<file path="src/rtl/axi_read_burst_gen_if.sv">
// rtl/axi_read_burst_gen_if.sv - AXI4 bus interface carrying all five channels
interface axi_bus_t #(
    parameter int DATA_WIDTH = 512,
    parameter int ADDR_WIDTH = 64,
    parameter int ID_WIDTH   = 4
);
    logic [ID_WIDTH-1:0]     awid;
    logic [ADDR_WIDTH-1:0]   awaddr;
    logic [7:0]              awlen;
    logic [2:0]              awsize;
    logic [1:0]              awburst;
    logic                    awvalid;
    logic                    awready;
    logic [DATA_WIDTH-1:0]   wdata;
    logic [DATA_WIDTH/8-1:0] wstrb;
    logic                    wlast;
    logic                    wvalid;
    logic                    wready;
    logic [ID_WIDTH-1:0]     bid;
    logic [1:0]              bresp;
    logic                    bvalid;
    logic                    bready;
    logic [ID_WIDTH-1:0]     arid;
    logic [ADDR_WIDTH-1:0]   araddr;
    logic [7:0]              arlen;
    logic [2:0]              arsize;
    logic [1:0]              arburst;
    logic                    arvalid;
    logic                    arready;
    logic [ID_WIDTH-1:0]     rid;
    logic [DATA_WIDTH-1:0]   rdata;
    logic [1:0]              rresp;
    logic                    rlast;
    logic                    rvalid;
    logic                    rready;

    modport master (
        output awid, awaddr, awlen, awsize, awburst, awvalid, input awready,
        output wdata, wstrb, wlast, wvalid, input wready,
        input bid, bresp, bvalid, output bready,
        output arid, araddr, arlen, arsize, arburst, arvalid, input arready,
        input rid, rdata, rresp, rlast, rvalid, output rready
    );

    modport slave (
        input awid, awaddr, awlen, awsize, awburst, awvalid, output awready,
        input wdata, wstrb, wlast, wvalid, output wready,
        output bid, bresp, bvalid, input bready,
        input arid, araddr, arlen, arsize, arburst, arvalid, output arready,
        output rid, rdata, rresp, rlast, rvalid, input rready
    );
endinterface

</file>
<file path="src/rtl/axi_read_burst_gen.sv">
// rtl/axi_read_burst_gen.sv - AXI4 read master splitting a linear request into INCR bursts
module axi_read_burst_gen #(
    parameter int DATA_WIDTH      = 512,
    parameter int ADDR_WIDTH      = 64,
    parameter int MAX_BURST_LEN   = 64,
    parameter int MAX_OUTSTANDING = 8
) (
    input  logic                  clk,
    input  logic                  rst,
    input  logic                  req_valid,
    output logic                  req_ready,
    input  logic [ADDR_WIDTH-1:0] req_addr,
    input  logic [31:0]           req_beats,
    axi_bus_t.master              m_axi,
    output logic                  out_valid,
    input  logic                  out_ready,
    output logic [DATA_WIDTH-1:0] out_data,
    output logic                  out_last,
    output logic                  busy,
    output logic                  err
);
    localparam int BPB       = DATA_WIDTH / 8;
    localparam int SIZE_LOG2 = $clog2(BPB);
    localparam int OW        = $clog2(MAX_OUTSTANDING + 1);

    typedef enum logic [1:0] {IDLE, ISSUE, DRAIN} state_t;

    state_t                state_q, state_d;
    logic [ADDR_WIDTH-1:0] cur_addr_q, cur_addr_d;
    logic [31:0]           ar_rem_q, ar_rem_d;
    logic [31:0]           rx_rem_q, rx_rem_d;
    logic [OW-1:0]         outst_q, outst_d;
    logic                  arvalid_q, arvalid_d;
    logic [ADDR_WIDTH-1:0] araddr_q, araddr_d;
    logic [7:0]            arlen_q, arlen_d;
    logic                  err_q, err_d;
    logic                  ar_hs, r_hs, rlast_hs;
    logic [8:0]            burst_now;
    logic                  unused_inputs;

    // Beats that fit before the next 4 KB page, the burst cap and the remaining count.
    function automatic logic [8:0] burst_len(input logic [ADDR_WIDTH-1:0] addr,
                                             input logic [31:0] rem);
        logic [12:0] page_beats;
        logic [31:0] len;
        page_beats = (13'd4096 - {1'b0, addr[11:0]}) >> SIZE_LOG2;
        len = rem;
        if (len > 32'(MAX_BURST_LEN)) len = 32'(MAX_BURST_LEN);
        if (len > {19'd0, page_beats}) len = {19'd0, page_beats};
        return len[8:0];
    endfunction

    always_comb begin
        ar_hs     = arvalid_q && m_axi.arready;
        r_hs      = m_axi.rvalid && out_ready;
        rlast_hs  = r_hs && m_axi.rlast;
        burst_now = {1'b0, arlen_q} + 9'd1;

        state_d    = state_q;
        cur_addr_d = cur_addr_q;
        ar_rem_d   = ar_rem_q;
        rx_rem_d   = rx_rem_q;
        outst_d    = outst_q;
        arvalid_d  = arvalid_q;
        araddr_d   = araddr_q;
        arlen_d    = arlen_q;
        err_d      = err_q;

        if (r_hs && rx_rem_q != 32'd0) rx_rem_d = rx_rem_q - 32'd1;
        if (r_hs && m_axi.rresp != 2'b00) err_d = 1'b1;

        case (state_q)
            IDLE: begin
                if (req_valid) begin
                    cur_addr_d = req_addr;
                    ar_rem_d   = req_beats;
                    rx_rem_d   = req_beats;
                    err_d      = 1'b0;
                    state_d    = (req_beats == 32'd0) ? DRAIN : ISSUE;
                end
            end
            ISSUE: begin
                if (ar_hs) begin
                    cur_addr_d = cur_addr_q + (ADDR_WIDTH'(burst_now) << SIZE_LOG2);
                    ar_rem_d   = ar_rem_q - 32'(burst_now);
                    if (ar_rem_d == 32'd0) state_d = DRAIN;
                end
            end
            DRAIN: begin
                if (rx_rem_q == 32'd0) state_d = IDLE;
            end
            default: state_d = IDLE;
        endcase

        case ({ar_hs, rlast_hs})
            2'b10:   outst_d = outst_q + OW'(1);
            2'b01:   if (outst_q != '0) outst_d = outst_q - OW'(1);
            default: outst_d = outst_q;
        endcase

        // A pending AR is frozen; otherwise the next one is prepared from post-update state.
        if (!(arvalid_q && !m_axi.arready)) begin
            arvalid_d = (state_d == ISSUE) && (ar_rem_d != 32'd0) &&
                        (outst_d < OW'(MAX_OUTSTANDING));
            araddr_d  = cur_addr_d;
            arlen_d   = 8'(burst_len(cur_addr_d, ar_rem_d) - 9'd1);
        end
    end

    always_ff @(posedge clk) begin
        if (rst) begin
            state_q    <= IDLE;
            cur_addr_q <= '0;
            ar_rem_q   <= '0;
            rx_rem_q   <= '0;
            outst_q    <= '0;
            arvalid_q  <= 1'b0;
            araddr_q   <= '0;
            arlen_q    <= '0;
            err_q      <= 1'b0;
        end else begin
            state_q    <= state_d;
            cur_addr_q <= cur_addr_d;
            ar_rem_q   <= ar_rem_d;
            rx_rem_q   <= rx_rem_d;
            outst_q    <= outst_d;
            arvalid_q  <= arvalid_d;
            araddr_q   <= araddr_d;
            arlen_q    <= arlen_d;
            err_q      <= err_d;
        end
    end

    assign req_ready = (state_q == IDLE) && !rst;
    assign busy      = (state_q != IDLE);
    assign err       = err_q;

    assign m_axi.arid    = '0;
    assign m_axi.araddr  = araddr_q;
    assign m_axi.arlen   = arlen_q;
    assign m_axi.arsize  = 3'(SIZE_LOG2);
    assign m_axi.arburst = 2'b01;
    assign m_axi.arvalid = arvalid_q;

    assign out_valid    = m_axi.rvalid;
    assign out_data     = m_axi.rdata;
    assign out_last     = m_axi.rvalid && (rx_rem_q == 32'd1);
    assign m_axi.rready = out_ready;

    assign m_axi.awid    = '0;
    assign m_axi.awaddr  = '0;
    assign m_axi.awlen   = '0;
    assign m_axi.awsize  = '0;
    assign m_axi.awburst = '0;
    assign m_axi.awvalid = 1'b0;
    assign m_axi.wdata   = '0;
    assign m_axi.wstrb   = '0;
    assign m_axi.wlast   = 1'b0;
    assign m_axi.wvalid  = 1'b0;
    assign m_axi.bready  = 1'b1;

    assign unused_inputs = ^{m_axi.awready, m_axi.wready, m_axi.bid, m_axi.bresp,
                             m_axi.bvalid, m_axi.rid};
endmodule

</file>
<file path="src/flat_wrapper.sv">
// flat-port wrapper written by rule: the top's interface ports become plain ports
module axi_read_burst_gen_flat 
#(
    parameter int DATA_WIDTH      = 512,
    parameter int ADDR_WIDTH      = 64,
    parameter int MAX_BURST_LEN   = 64,
    parameter int MAX_OUTSTANDING = 8
)
  (clk, rst, req_valid, req_ready, req_addr, req_beats, out_valid, out_ready, out_data, out_last, busy, err, m_axi_awid, m_axi_awaddr, m_axi_awlen, m_axi_awsize, m_axi_awburst, m_axi_awvalid, m_axi_awready, m_axi_wdata, m_axi_wstrb, m_axi_wlast, m_axi_wvalid, m_axi_wready, m_axi_bid, m_axi_bresp, m_axi_bvalid, m_axi_bready, m_axi_arid, m_axi_araddr, m_axi_arlen, m_axi_arsize, m_axi_arburst, m_axi_arvalid, m_axi_arready, m_axi_rid, m_axi_rdata, m_axi_rresp, m_axi_rlast, m_axi_rvalid, m_axi_rready);
  axi_bus_t #(.DATA_WIDTH(DATA_WIDTH), .ADDR_WIDTH(ADDR_WIDTH)) m_axi_i ();
  input  logic clk;
  input  logic rst;
  input  logic req_valid;
  output logic req_ready;
  input  logic [ADDR_WIDTH-1:0] req_addr;
  input  logic [31:0] req_beats;
  output logic out_valid;
  input  logic out_ready;
  output logic [DATA_WIDTH-1:0] out_data;
  output logic out_last;
  output logic busy;
  output logic err;
  output wire logic [$bits(m_axi_i.awid)-1:0] m_axi_awid;
  output wire logic [$bits(m_axi_i.awaddr)-1:0] m_axi_awaddr;
  output wire logic [$bits(m_axi_i.awlen)-1:0] m_axi_awlen;
  output wire logic [$bits(m_axi_i.awsize)-1:0] m_axi_awsize;
  output wire logic [$bits(m_axi_i.awburst)-1:0] m_axi_awburst;
  output wire logic [$bits(m_axi_i.awvalid)-1:0] m_axi_awvalid;
  input wire logic [$bits(m_axi_i.awready)-1:0] m_axi_awready;
  output wire logic [$bits(m_axi_i.wdata)-1:0] m_axi_wdata;
  output wire logic [$bits(m_axi_i.wstrb)-1:0] m_axi_wstrb;
  output wire logic [$bits(m_axi_i.wlast)-1:0] m_axi_wlast;
  output wire logic [$bits(m_axi_i.wvalid)-1:0] m_axi_wvalid;
  input wire logic [$bits(m_axi_i.wready)-1:0] m_axi_wready;
  input wire logic [$bits(m_axi_i.bid)-1:0] m_axi_bid;
  input wire logic [$bits(m_axi_i.bresp)-1:0] m_axi_bresp;
  input wire logic [$bits(m_axi_i.bvalid)-1:0] m_axi_bvalid;
  output wire logic [$bits(m_axi_i.bready)-1:0] m_axi_bready;
  output wire logic [$bits(m_axi_i.arid)-1:0] m_axi_arid;
  output wire logic [$bits(m_axi_i.araddr)-1:0] m_axi_araddr;
  output wire logic [$bits(m_axi_i.arlen)-1:0] m_axi_arlen;
  output wire logic [$bits(m_axi_i.arsize)-1:0] m_axi_arsize;
  output wire logic [$bits(m_axi_i.arburst)-1:0] m_axi_arburst;
  output wire logic [$bits(m_axi_i.arvalid)-1:0] m_axi_arvalid;
  input wire logic [$bits(m_axi_i.arready)-1:0] m_axi_arready;
  input wire logic [$bits(m_axi_i.rid)-1:0] m_axi_rid;
  input wire logic [$bits(m_axi_i.rdata)-1:0] m_axi_rdata;
  input wire logic [$bits(m_axi_i.rresp)-1:0] m_axi_rresp;
  input wire logic [$bits(m_axi_i.rlast)-1:0] m_axi_rlast;
  input wire logic [$bits(m_axi_i.rvalid)-1:0] m_axi_rvalid;
  output wire logic [$bits(m_axi_i.rready)-1:0] m_axi_rready;
  assign m_axi_awid = m_axi_i.awid;
  assign m_axi_awaddr = m_axi_i.awaddr;
  assign m_axi_awlen = m_axi_i.awlen;
  assign m_axi_awsize = m_axi_i.awsize;
  assign m_axi_awburst = m_axi_i.awburst;
  assign m_axi_awvalid = m_axi_i.awvalid;
  assign m_axi_i.awready = m_axi_awready;
  assign m_axi_wdata = m_axi_i.wdata;
  assign m_axi_wstrb = m_axi_i.wstrb;
  assign m_axi_wlast = m_axi_i.wlast;
  assign m_axi_wvalid = m_axi_i.wvalid;
  assign m_axi_i.wready = m_axi_wready;
  assign m_axi_i.bid = m_axi_bid;
  assign m_axi_i.bresp = m_axi_bresp;
  assign m_axi_i.bvalid = m_axi_bvalid;
  assign m_axi_bready = m_axi_i.bready;
  assign m_axi_arid = m_axi_i.arid;
  assign m_axi_araddr = m_axi_i.araddr;
  assign m_axi_arlen = m_axi_i.arlen;
  assign m_axi_arsize = m_axi_i.arsize;
  assign m_axi_arburst = m_axi_i.arburst;
  assign m_axi_arvalid = m_axi_i.arvalid;
  assign m_axi_i.arready = m_axi_arready;
  assign m_axi_i.rid = m_axi_rid;
  assign m_axi_i.rdata = m_axi_rdata;
  assign m_axi_i.rresp = m_axi_rresp;
  assign m_axi_i.rlast = m_axi_rlast;
  assign m_axi_i.rvalid = m_axi_rvalid;
  assign m_axi_rready = m_axi_i.rready;
  axi_read_burst_gen #(.DATA_WIDTH(DATA_WIDTH), .ADDR_WIDTH(ADDR_WIDTH), .MAX_BURST_LEN(MAX_BURST_LEN), .MAX_OUTSTANDING(MAX_OUTSTANDING)) u_core (.clk(clk), .rst(rst), .req_valid(req_valid), .req_ready(req_ready), .req_addr(req_addr), .req_beats(req_beats), .m_axi(m_axi_i), .out_valid(out_valid), .out_ready(out_ready), .out_data(out_data), .out_last(out_last), .busy(busy), .err(err));
endmodule
</file>
<file path="config.mk">
export PLATFORM = sky130hd
export DESIGN_NAME = axi_read_burst_gen_flat
export DESIGN_NICKNAME = d
export VERILOG_FILES = /design/src/rtl/axi_read_burst_gen_if.sv /design/src/rtl/axi_read_burst_gen.sv /design/src/flat_wrapper.sv
export SDC_FILE = /design/constraint.sdc
export NUM_CORES = 1
export LEC_CHECK = 0
export ABC_AREA = 1
export BUFFER_PORTS_ARGS = -buffer_cell sky130_fd_sc_hd__buf_2
export CORE_AREA = 2 2 746 748
export CTS_CLUSTER_DIAMETER = 200
export DETAILED_ROUTE_END_ITERATION = 16
export DIE_AREA = 0 0 748 750
export REMOVE_ABC_BUFFERS = 1
export SYNTH_ARGS = -nofsm -noshare
export SYNTH_HDL_FRONTEND = slang
export SYNTH_SLANG_ARGS = --single-unit
</file>
<file path="constraint.sdc">
create_clock -name clk -period 12.21 [get_ports clk]
set_input_delay 1.221 -clock clk [delete_from_list [all_inputs] [get_ports clk]]
set_output_delay 1.221 -clock clk [all_outputs]
set_load 0.01 [all_outputs]
</file>
==> results.md, run 1 <==
* Clk pwr share at 0.366
* CP Capture Type: flip-flop
* Yosys cell types at 62
* Gr usage total at 0.156
* Initial DRC Count at 3,311
* Post-CTS Hold Buffers at 0
* Primary FF master, synth: dfxtp_1
* Number of synthesized flops with an enable pin at 0
* Max Clk Rate at 0.147 GHz
* Total setup buffers inserted after CTS at 0
* Comb pwr share at 0.310
* Yosys reg bits at 208
* Status: completed
* Maximum vdd drop at 0.164 mV
* Max-cap violations at 0
* Max_slew headroom at 0.312
* Seq/Total Area, Yosys at 0.183
* Die W at approximately 750 um
* Hold Path Depth at 2
* Largest cells by area after synthesis: buf_4, dfxtp_1, nand2_1
* Worst-Margin Slew at 1.03 ns
* Port Buffers at 183
* Total number of vias at 22,300
* Total Routed Length at roughly 460 mm
* Yosys warning count at 0
* Gr ovfl total at 0
* Crit-path max FO at 12
* Cell area power density at 90.3 nW/um^2
* Fillers at around 66,000
* Synth cell count leaders: buf_4, nand2_1, inv_1
* CTS buffer count at 26
* Post-route cell area at between 20,000 and 30,000 um^2
* Root Buffer: clkbuf_16
* HP Start: u_core.err$_SDFF_PP0_
* Synth-to-layout area growth at 19.4%
* Core area at 554,000 um^2
* Initial antenna violation count at 57
* R2R cell count at 31
* Final period util at 0.556
* Critical path type: reg -> reg
* Avg Cell Area, Syn at 6.70 um^2
* Clock Tree Buf Depth at 3
* Mapped Area at 22,800 um^2
* TritonCTS clock tree: yes
* Seq pwr share at 0.323
* P_leak at 10.3 nW
* Cells after synthesis at between 3,000 and 4,000
* Synth async-reset ratio at 0
* Clock slew at reported path FFs at 0.06 ns
* Resize count post-CTS at 0
* Most used cell, CP: nand3_1
* Setup TNS at 0 ns
* Critical R2R Capture: u_core.m_axi.arlen[4]$_SDFFE_PP0N_
* Minimum clock period at 6.79 ns
* Area share of the largest cell type after synthesis at 0.391
* CP Data Arrival Time at 7.23 ns
* Post-DP Area at 26,200 um^2
* Die height at 750 um
* Global-route wire length before repair at 492 mm
* Slowest stage delay, CP at 0.59 ns
* RSZ-0062 raised after global routing: no
* Critical Path Start Type: flip-flop
* Vias/cell at 2.15
* Final Slew Violations at 0
* Top Ports at around 1,900
* Setup violations, final at 0
* Die area at 561,000 um^2
* P_int at 1.50 mW
* Routed Antenna Nets at 0
* Largest area contributor in the netlist: buf_4
* RR Startpoint: u_core.m_axi.arlen[2]$_SDFFE_PP0N_
* Total Nets Final at ~3,700
* Layout cell share with drive strength beyond 1 at 0.0961
* Largest net degree at the start of global routing at 80
* Routed len/inst at 44.1 um
* Gpl congestion at ~0.96
* Number of remaining DRC errors at 0
* H-tree depth at 1
* P_sw at between 0.9 and 1 mW
* Clock Sinks at 208
* Vias in the first global route at 15,900
* Worst Hold Class: reg -> reg
* Final hold violation count at 0
* Slowest CP cell: nor3_1
* Hold EP: u_core.err$_SDFF_PP0_
* Clock Latency Late Sink at 0.55 ns
* FF-to-FF setup slack at 5.42 ns
* Worst EP required at approximately 13 ns
* First-pass iteration count of the detailed router at 5
* Starting Density at 0.0412
* Net switching share of the total power at 0.390
* Final Skew at between 0.008 and 0.009 ns
* Count leader, synth: buf_4
* DP Wirelength at 421 mm
* Rows at 274
critical path, delay by kind of cell (launching register included):
kind / cells / cell delay [ns]
buffers and inverters: 4 / 0.61
and+or+nand+nor: 17 / 2.98
AOI/OAI and AO/OA: 6 / 1.49
adders and majority gates: 3 / 0.78
xor gates and xnor gates: 1 / 0.32
DFF: 1 / 0.48
layout make-up:
class	count	area (um^2)	share of cell area
clock inverter	13	226	0.00832
timing repair buffer	192	986	0.0362
multi-input combinational	2215	10500	0.384
inverter	387	1460	0.0535
antenna	5	12.5	0.000459
sequential	208	4160	0.153
clock buffer	35	766	0.0281
tap	7314	9150	0.336
registers in the layout, indices dropped and copies added (netlist names):
register / cells
u_core.m_axi.araddr: 64
u_core.ar_rem_q: 32
u_core.outst_q: 4
u_core.state_q: 2
u_core.m_axi.arvalid: 1
u_core.cur_addr_q: 64
u_core.err: 1
u_core.rx_rem_q: 32
u_core.m_axi.arlen: 8
power by group through the flow:
stage          logic, mW  clock network, mW  registers, mW
6_report           0.763              0.900          0.795
5_1_grt            0.852              0.936          0.802
4_1_cts            0.762              0.908          0.794
3_5_place_dp       0.758                  0          0.808
3_3_place_gp       0.762                  0          0.807
2_1_floorplan      0.479                  0          0.801
worst max path at each step:
stage,startpoint,endpoint,slack [ns],cells past startpoint
after detailed placement,m_axi_arready,u_core.m_axi.arlen[4]$_SDFFE_PP0N_,4.96,30
after global placement,m_axi_arready,u_core.m_axi.arlen[2]$_SDFFE_PP0N_,4.87,31
after floorplan,req_valid,u_core.m_axi.arlen[2]$_SDFFE_PP0N_,6.34,29
after global routing,m_axi_arready,u_core.m_axi.arlen[4]$_SDFFE_PP0N_,4.71,30
after CTS,m_axi_arready,u_core.m_axi.arlen[4]$_SDFFE_PP0N_,5.50,30
final,u_core.m_axi.arlen[2]$_SDFFE_PP0N_,u_core.m_axi.arlen[4]$_SDFFE_PP0N_,5.42,31
cell usage in the layout (no fill, tap or decap), types with 7 or more instances in the layout:
master	synthesis	routed
conb_1	2	670
nand2_1	509	509
inv_1	376	374
nor2_1	221	220
dfxtp_1	208	208
buf_2	8	182
nand3_1	156	156
o21ai_0	138	138
a21oi_1	116	116
o211ai_1	55	55
nand4_1	46	46
nor3_1	46	46
ha_1	34	34
xor2_1	28	28
clkbuf_16	0	27
nor4_1	26	26
o21bai_1	22	22
xnor2_1	11	11
buf_4	1188	10
a221oi_1	9	9
o22ai_1	9	9
or2_2	9	9
a22oi_1	9	9
nor2_2	7	8
a31oi_1	8	8
o221ai_1	7	7
routing by layer:
metal / vias to the layer above / track usage / part of all wire
li1: 8200 / - / -
met1: 10100 / 0.115 / 0.26
met4: 58 / 0.0154 / 0.013
met2: 3687 / 0.215 / 0.38
met3: 228 / 0.239 / 0.33
met5: - / 0.114 / 0.020
kinds of logic (layout without fill, tap and decap cells):
logic type,Yosys count,in the layout,share of synthesized area
xor gates and xnor gates,39,39,0.0150
other,2,675,0.000329
AOI/OAI and AO/OA,410,410,0.110
and+or+nand+nor,1060,1060,0.203
DFF,208,208,0.183
buffers and inverters,1648,627,0.469
adders and majority gates,36,36,0.0204
per-stage QoR:
stage	utilization	power (mW)	cells	hold slack (ns)	worst slack (ns)
finish	0.0492	2.46	10400	0.449	5.42
global route	0.0491	2.59	10400	0.471	4.71
CTS	0.0491	2.46	10400	0.459	5.50
detailed placement	0.0473	1.57	10300	0.449	4.96
global placement	0.0473	1.57	10300	0.442	4.87
floorplan	-	1.28	2810	0.452	6.34
(Power assumes the default switching activity.)
==> inputs of run 2 (changes only) <==
- CORE_AREA: 2 2 746 748 -> 2 2 738 740
- DIE_AREA: 0 0 748 750 -> 0 0 740 742
- clock period: 12.21 -> 6.8 ns (I/O delays scaled with it)
==> run 2 against run 1 <==
Against the previous run: die area fell by 2.1%; count of clock-buffer cells in the layout grew 3; via count fell by 0.45%; first-iteration DRC count decreased by 16%; combinational power is 78% higher; critical path depth grew 1; non-clock buffer count up 10.
==> results.md, run 2 (synthesis results as in run 1) <==
* Status: completed (unchanged)
* Port Buffers at 183 (unchanged)
* Vias in the first global route at 16,200 (was 15,900)
* Gr usage total at 0.162 (was 0.156)
* Crit-path max FO at 12 (unchanged)
* Final Skew at 0.0269 ns (was 0.00879 ns)
* Synth-to-layout area growth at 19.1% (was 19.4%)
* Gpl congestion at 0.963 (about the same)
* P_leak at 10.3 nW (about the same)
* Setup violations, final at 0 (unchanged)
* FF-to-FF setup slack at 0.60 ns (was 5.42 ns)
* P_sw at 1.70 mW (was 0.958 mW)
* Routed len/inst at 44.9 um (was 44.1 um)
* Critical R2R Capture: u_core.m_axi.arlen[2]$_SDFFE_PP0N_ (was u_core.m_axi.arlen[4]$_SDFFE_PP0N_)
* Comb pwr share at 0.320 (was 0.310)
* Post-layout util at 0.0501 (was 0.0492)
* Worst EP required at 7.25 ns (was 12.65 ns)
* Maximum vdd drop at 0.182 mV (was 0.164 mV)
* DP Wirelength at 429 mm (was 421 mm)
* HP Start: req_addr[2] (was u_core.err$_SDFF_PP0_)
* Clock Latency Late Sink at 0.58 ns (was 0.55 ns)
* Total number of vias at 22,200 (was 22,300)
* Max_slew headroom at 0.387 (was 0.312)
* Net switching share of the total power at 0.400 (was 0.390)
* Critical path type: reg -> reg (unchanged)
* Hold Path Depth at 3 (was 2)
* Most common cell after layout, fill and taps aside: conb_1 (unchanged)
* Worst Hold Class: in -> reg (was reg -> reg)
* Max-cap violations at 0 (unchanged)
* Seq pwr share at 0.335 (was 0.323)
* Crit path max-delay family: simple AND/OR/NAND/NOR gates (unchanged)
* Critical Path Start Type: flip-flop (unchanged)
* Clock Sinks at 208 (unchanged)
* Resize count post-CTS at 0 (unchanged)
* Starting Density at 0.0421 (was 0.0412)
* Clk pwr share at 0.345 (was 0.366)
* Minimum clock period at 6.20 ns (was 6.79 ns)
* Total Routed Length at 464 mm (was 457 mm)
* Crit path from: u_core.m_axi.arlen[2]$_SDFFE_PP0N_ (unchanged)
* CP Capture Type: flip-flop (unchanged)
* Number of remaining DRC errors at 0 (unchanged)
* Initial antenna violation count at 41 (was 57)
* Core area at 542,000 um^2 (was 554,000 um^2)
* Commonest cells after routing, fill and taps aside: conb_1, nand2_1, inv_1 (unchanged)
* Setup TNS at 0 ns (unchanged)
* Layout cell share with drive strength beyond 1 at 0.0980 (was 0.0961)
* Root Buffer: clkbuf_16 (unchanged)
* Top Ports at 1,891 (unchanged)
* Max Clk Rate at 0.161 GHz (was 0.147 GHz)
* Final period util at 0.912 (was 0.556)
* H-tree depth at 1 (unchanged)
* Total setup buffers inserted after CTS at 0 (unchanged)
* First-pass iteration count of the detailed router at 5 (unchanged)
* Die W at 740 um (was 748 um)
* Worst-Margin Slew at 0.917 ns (was 1.03 ns)
* Vias/cell at 2.15 (about the same)
* R2R cell count at 32 (was 31)
* Initial DRC Count at 2,767 (was 3,311)
* Routed Antenna Nets at 0 (unchanged)
* Slowest CP cell: nor3_1 (unchanged)
* Final Slew Violations at 0 (unchanged)
* Die area at 549,000 um^2 (was 561,000 um^2)
* CTS buffer count at 27 (was 26)
* Gr ovfl total at 0 (unchanged)
* RSZ-0062 raised after global routing: no (unchanged)
* Global-route wire length before repair at 498 mm (was 492 mm)
* Post-CTS Hold Buffers at 0 (unchanged)
* Slowest stage delay, CP at 0.55 ns (was 0.59 ns)
* TritonCTS clock tree: yes (unchanged)
* Rows at 271 (was 274)
* Clock slew at reported path FFs at 0.06 ns (about the same)
* Cell area power density at 157 nW/um^2 (was 90.3 nW/um^2)
* Final hold violation count at 0 (unchanged)
* CP bufs+invs at 5 (was 4)
* RR Startpoint: u_core.m_axi.arlen[2]$_SDFFE_PP0N_ (unchanged)
* Largest net degree at the start of global routing at 68 (was 80)
* P_int at 2.56 mW (was 1.50 mW)
* Clock Tree Buf Depth at 3 (unchanged)
* Total power at 4.26 mW (was 2.46 mW)
* Total Nets Final at 3,707 (was 3,696)
* Hold EP: u_core.cur_addr_q[2]$_SDFF_PP0_ (was u_core.err$_SDFF_PP0_)
* CP Data Arrival Time at 6.65 ns (was 7.23 ns)
* Die height at 742 um (was 750 um)
==> run 2: cell types whose count changed in the layout (fill, tap and decap cells not counted) <==
cell,before,now
diode_2,5,22
buf_4,10,20
bufinv_16,6,2
clkbuf_1,2,5
clkinvlp_4,3,5
clkinv_2,5,4
clkinv_4,1,0
inv_16,0,1
==> run 2: layout make-up <==
class | count | area, um^2
Inverter | 387 | 1460
Multi-Input combinational cell | 2215 | 10500
Fill cell | 64500 | 515000
Clock inverter | 10 | 128
Antenna cell | 22 | 55.1
Sequential cell | 208 | 4160
Tap cell | 7234 | 9050
Clock buffer | 38 | 777
Timing Repair Buffer | 202 | 1060
==> run 2: worst min-delay path: stages <==
cell and delay, ns:
buf_2 0.09, a21boi_2 0.06, nor2_1 0.07
==> run 2: metal layers <==
layer / up-vias / part of all wire / GRT usage
li1: 8254 / - / -
met5: - / 0.018 / 0.114
met4: 36 / 0.0067 / 0.00838
met1: 9926 / 0.25 / 0.113
met3: 178 / 0.32 / 0.246
met2: 3807 / 0.41 / 0.236
==> run 2: through the flow <==
step	std cells	hold WS (ns)	setup slack (ns)	instance area [um^2]
after floorplan	2810	0.452	1.41	16100
after CTS	10300	0.370	0.791	27100
after global placement	10200	0.445	0.827	26200
after global routing	10300	0.396	0.0727	27100
after detailed placement	10200	0.446	0.824	26200
final	10300	0.387	0.597	27200
==> run 2: worst max path at each step <==
| stage | end | slack, ns | cells past startpoint |
|---|---|---|---|
| after floorplan | u_core.m_axi.arlen[2]$_SDFFE_PP0N_ | 1.41 | 31 |
| after global placement | u_core.m_axi.arlen[4]$_SDFFE_PP0N_ | 0.83 | 31 |
| after detailed placement | u_core.m_axi.arlen[2]$_SDFFE_PP0N_ | 0.82 | 32 |
| after CTS | u_core.m_axi.arlen[2]$_SDFFE_PP0N_ | 0.79 | 32 |
| after global routing | u_core.m_axi.arlen[4]$_SDFFE_PP0N_ | 0.07 | 34 |
| final | u_core.m_axi.arlen[2]$_SDFFE_PP0N_ | 0.60 | 32 |
==> run 2: power groups by stage <==
| stage | combinational (mW) | clock [mW] | sequential (mW) |
|---|---|---|---|
| 6_report | 1.36 | 1.47 | 1.43 |
| 5_1_grt | 1.53 | 1.55 | 1.44 |
| 4_1_cts | 1.36 | 1.50 | 1.43 |
| 3_5_place_dp | 1.35 | 0 | 1.45 |
| 3_3_place_gp | 1.36 | 0 | 1.45 |
| 2_1_floorplan | 0.860 | 0 | 1.44 |
==> inputs of run 3 (changes only) <==
- ABC_AREA: 1 -> unset
- CORE_AREA: 2 2 738 740 -> 2 2 744 746
- DIE_AREA: 0 0 740 742 -> 0 0 746 748
==> run 3 against run 2 <==
Against the previous run: synthesized cell count shrank 18%; via count shrank 9.6%; register-to-register slack worse by 0.19 ns; core utilization is 0.29 points lower; critical path type unchanged; highest routed layer unchanged.
==> results.md, run 3 <==
* Layout cell share with drive strength beyond 1 at 0.137 (was 0.0980)
* Most common cell after layout, fill and taps aside: conb_1 (unchanged)
* Clock slew at reported path FFs at 0.07 ns (was 0.06 ns)
* Largest net degree at the start of global routing at 85 (was 68)
* TritonCTS clock tree: yes (unchanged)
* Area share of the largest cell type after synthesis at 0.417 (was 0.391)
* Starting Density at 0.0387 (was 0.0421)
* Number of remaining DRC errors at 0 (unchanged)
* Synth async-reset ratio at 0 (unchanged)
* Vias in the first global route at 14,300 (was 16,200)
* P_leak at 8.33 nW (was 10.3 nW)
* Slowest stage delay, CP at 0.71 ns (was 0.55 ns)
* Max-cap violations at 0 (unchanged)
* Initial antenna violation count at 13 (was 41)
* Crit path max-delay family: simple AND/OR/NAND/NOR gates (unchanged)
* H-tree depth at 1 (unchanged)
* Die W at 746 um (was 740 um)
* Primary FF master, synth: dfxtp_1 (unchanged)
* DP Wirelength at 416 mm (was 429 mm)
* CP Capture Type: flip-flop (unchanged)
* Total Nets Final at 3,123 (was 3,707)
* Total number of vias at 20,100 (was 22,200)
* Die height at 748 um (was 742 um)
* Status: completed (unchanged)
* Worst EP required at 7.20 ns (was 7.25 ns)
* Largest area contributor in the netlist: buf_4 (unchanged)
* Routed len/inst at 46.4 um (was 44.9 um)
* Minimum clock period at 6.40 ns (was 6.20 ns)
* Final Skew at 0.0346 ns (was 0.0269 ns)
* Cells after synthesis at 2,783 (was 3,403)
* Core area at 551,000 um^2 (was 542,000 um^2)
* Gr usage total at 0.156 (was 0.162)
* Setup violations, final at 0 (unchanged)
* Worst-Margin Slew at 1.06 ns (was 0.917 ns)
* Place WS at 0.205 ns (was 0.824 ns)
* Gpl congestion at 0.966 (was 0.963)
* Total Routed Length at 453 mm (was 464 mm)
* Maximum vdd drop at 0.157 mV (was 0.182 mV)
* Count leader, synth: buf_4 (unchanged)
* Clock Latency Late Sink at 0.56 ns (was 0.58 ns)
* Clock Tree Buf Depth at 3 (unchanged)
* Root Buffer: clkbuf_16 (unchanged)
* CP Data Arrival Time at 6.79 ns (was 6.65 ns)
* Post-DP Area at 25,200 um^2 (was 26,200 um^2)
* Final period util at 0.941 (was 0.912)
* Gr ovfl total at 0 (unchanged)
* First-pass iteration count of the detailed router at 8 (was 5)
* Synth-to-layout area growth at 22.2% (was 19.1%)
* Yosys cell types at 85 (was 62)
* Total power at 4.18 mW (was 4.26 mW)
* Commonest cells after routing, fill and taps aside: conb_1, dfxtp_1, nor2_1 (was conb_1, nand2_1, inv_1)
* Vias/cell at 2.06 (was 2.15)
* Synth cell count leaders: buf_4, dfxtp_1, nor2_1 (was buf_4, nand2_1, inv_1)
* Crit-path max FO at 6 (was 12)
* Avg Cell Area, Syn at 7.65 um^2 (was 6.70 um^2)
* Yosys reg bits at 208 (unchanged)
* Post-CTS Hold Buffers at 0 (unchanged)
* Routed Antenna Nets at 0 (unchanged)
* Mapped Area at 21,300 um^2 (was 22,800 um^2)
* Rows at 273 (was 271)
* Die area at 558,000 um^2 (was 549,000 um^2)
* Max_slew headroom at 0.297 (was 0.387)
* Worst Hold Class: in -> reg (unchanged)
* Clock Sinks at 208 (unchanged)
* Yosys warning count at 0 (unchanged)
* Seq/Total Area, Yosys at 0.196 (was 0.183)
* CP bufs+invs at 5 (unchanged)
* Final Slew Violations at 0 (unchanged)
* Number of synthesized flops with an enable pin at 0 (unchanged)
* Initial DRC Count at 3,204 (was 2,767)
* HP Start: req_addr[5] (was req_addr[2])
* Slowest CP cell: or4b_2 (was nor3_1)
* Setup slack after layout at 0.403 ns (was 0.597 ns)
* RR Startpoint: u_core.m_axi.arlen[0]$_SDFFE_PP0N_ (was u_core.m_axi.arlen[2]$_SDFFE_PP0N_)
* RSZ-0062 raised after global routing: no (unchanged)
* Top Ports at 1,891 (unchanged)
* Max Clk Rate at 0.156 GHz (was 0.161 GHz)
* Critical path type: reg -> reg (unchanged)
* CTS buffer count at 22 (was 27)
* Largest cells by area after synthesis: buf_4, dfxtp_1, nor2_1 (was buf_4, dfxtp_1, nand2_1)
* Cell area power density at 161 nW/um^2 (was 157 nW/um^2)
* Critical Path Start Type: flip-flop (unchanged)
* Global-route wire length before repair at 485 mm (was 498 mm)
* Final hold violation count at 0 (unchanged)
* Post-route cell area at 26,000 um^2 (was 27,200 um^2)
* Port Buffers at 183 (unchanged)
* Crit path from: u_core.m_axi.arlen[0]$_SDFFE_PP0N_ (was u_core.m_axi.arlen[2]$_SDFFE_PP0N_)
[run 3: where the power goes]
part           internal, mW  switching [mW]  leakage (nW)
Clock                 0.706           0.551         0.356
Sequential             1.33           0.114          1.72
Combinational         0.440            1.04          6.26
[run 3: repair_timing]
item	4_1_cts	5_1_grt
endpoints found under the setup margin	0	3
gates resized for setup	0	16
buffers inserted	0	2
[run 3: per-stage QoR]
step | hold slack, ns | utilization | TNS [ns] | cells
floorplan | 0.467 | - | -9.66 | 2162
global placement | 0.441 | 0.0458 | 0 | 9718
detailed placement | 0.444 | 0.0458 | 0 | 9718
CTS | 0.401 | 0.0471 | 0 | 9755
global route | 0.425 | 0.0472 | 0 | 9760
finish | 0.424 | 0.0472 | 0 | 9760
[run 3: layer usage]
layer	global-route usage	wire, um	part of all wire
met5	0.112	8590	0.019
met4	0.00987	3280	0.0072
met3	0.246	151000	0.33
met2	0.217	178000	0.39
met1	0.110	112000	0.25
[run 3: worst register-to-register path: cells and delay by family, from the launching register on]
family          cells  cell delay (ns)
simple gates       12             2.01
compound gates     12             1.94
buf+inv             5             0.66
flops               1             0.37
fa+ha+maj           4             1.04
xor+xnor            1             0.22
[run 3: path summary, 6_finish.rpt]
path	to	slack, ns	cells after the start
min	u_core.cur_addr_q[5]$_SDFF_PP0_	0.42	3
max	u_core.m_axi.arlen[2]$_SDFFE_PP0N_	0.40	34
min reg2reg	u_core.m_axi.araddr[35]$_SDFFE_PP0N_	0.46	2
max reg2reg	u_core.m_axi.arlen[2]$_SDFFE_PP0N_	0.40	34
[run 3: cells by family after synthesis]
| group | Yosys count | share of synthesized area |
|---|---|---|
| flip-flops | 208 | 0.196 |
| adder cells (fa/ha/maj) | 36 | 0.0219 |
| AND/OR/NAND/NOR | 617 | 0.142 |
| other | 2 | 0.000353 |
| multiplexers | 17 | 0.00799 |
| XOR/XNOR | 72 | 0.0296 |
| AO/OA/AOI/OAI | 503 | 0.159 |
| buffers and inverters | 1328 | 0.443 |
[run 3: cell type report]
type | count | area [um^2]
flip-flops and latches | 208 | 4170
repair buffers | 271 | 1580
clock buffers | 28 | 603
clock inverters | 9 | 123
multi-input cells | 1915 | 10300
inverters | 39 | 146
fillers | 65500 | 525000
well taps | 7287 | 9120
diodes | 3 | 7.51
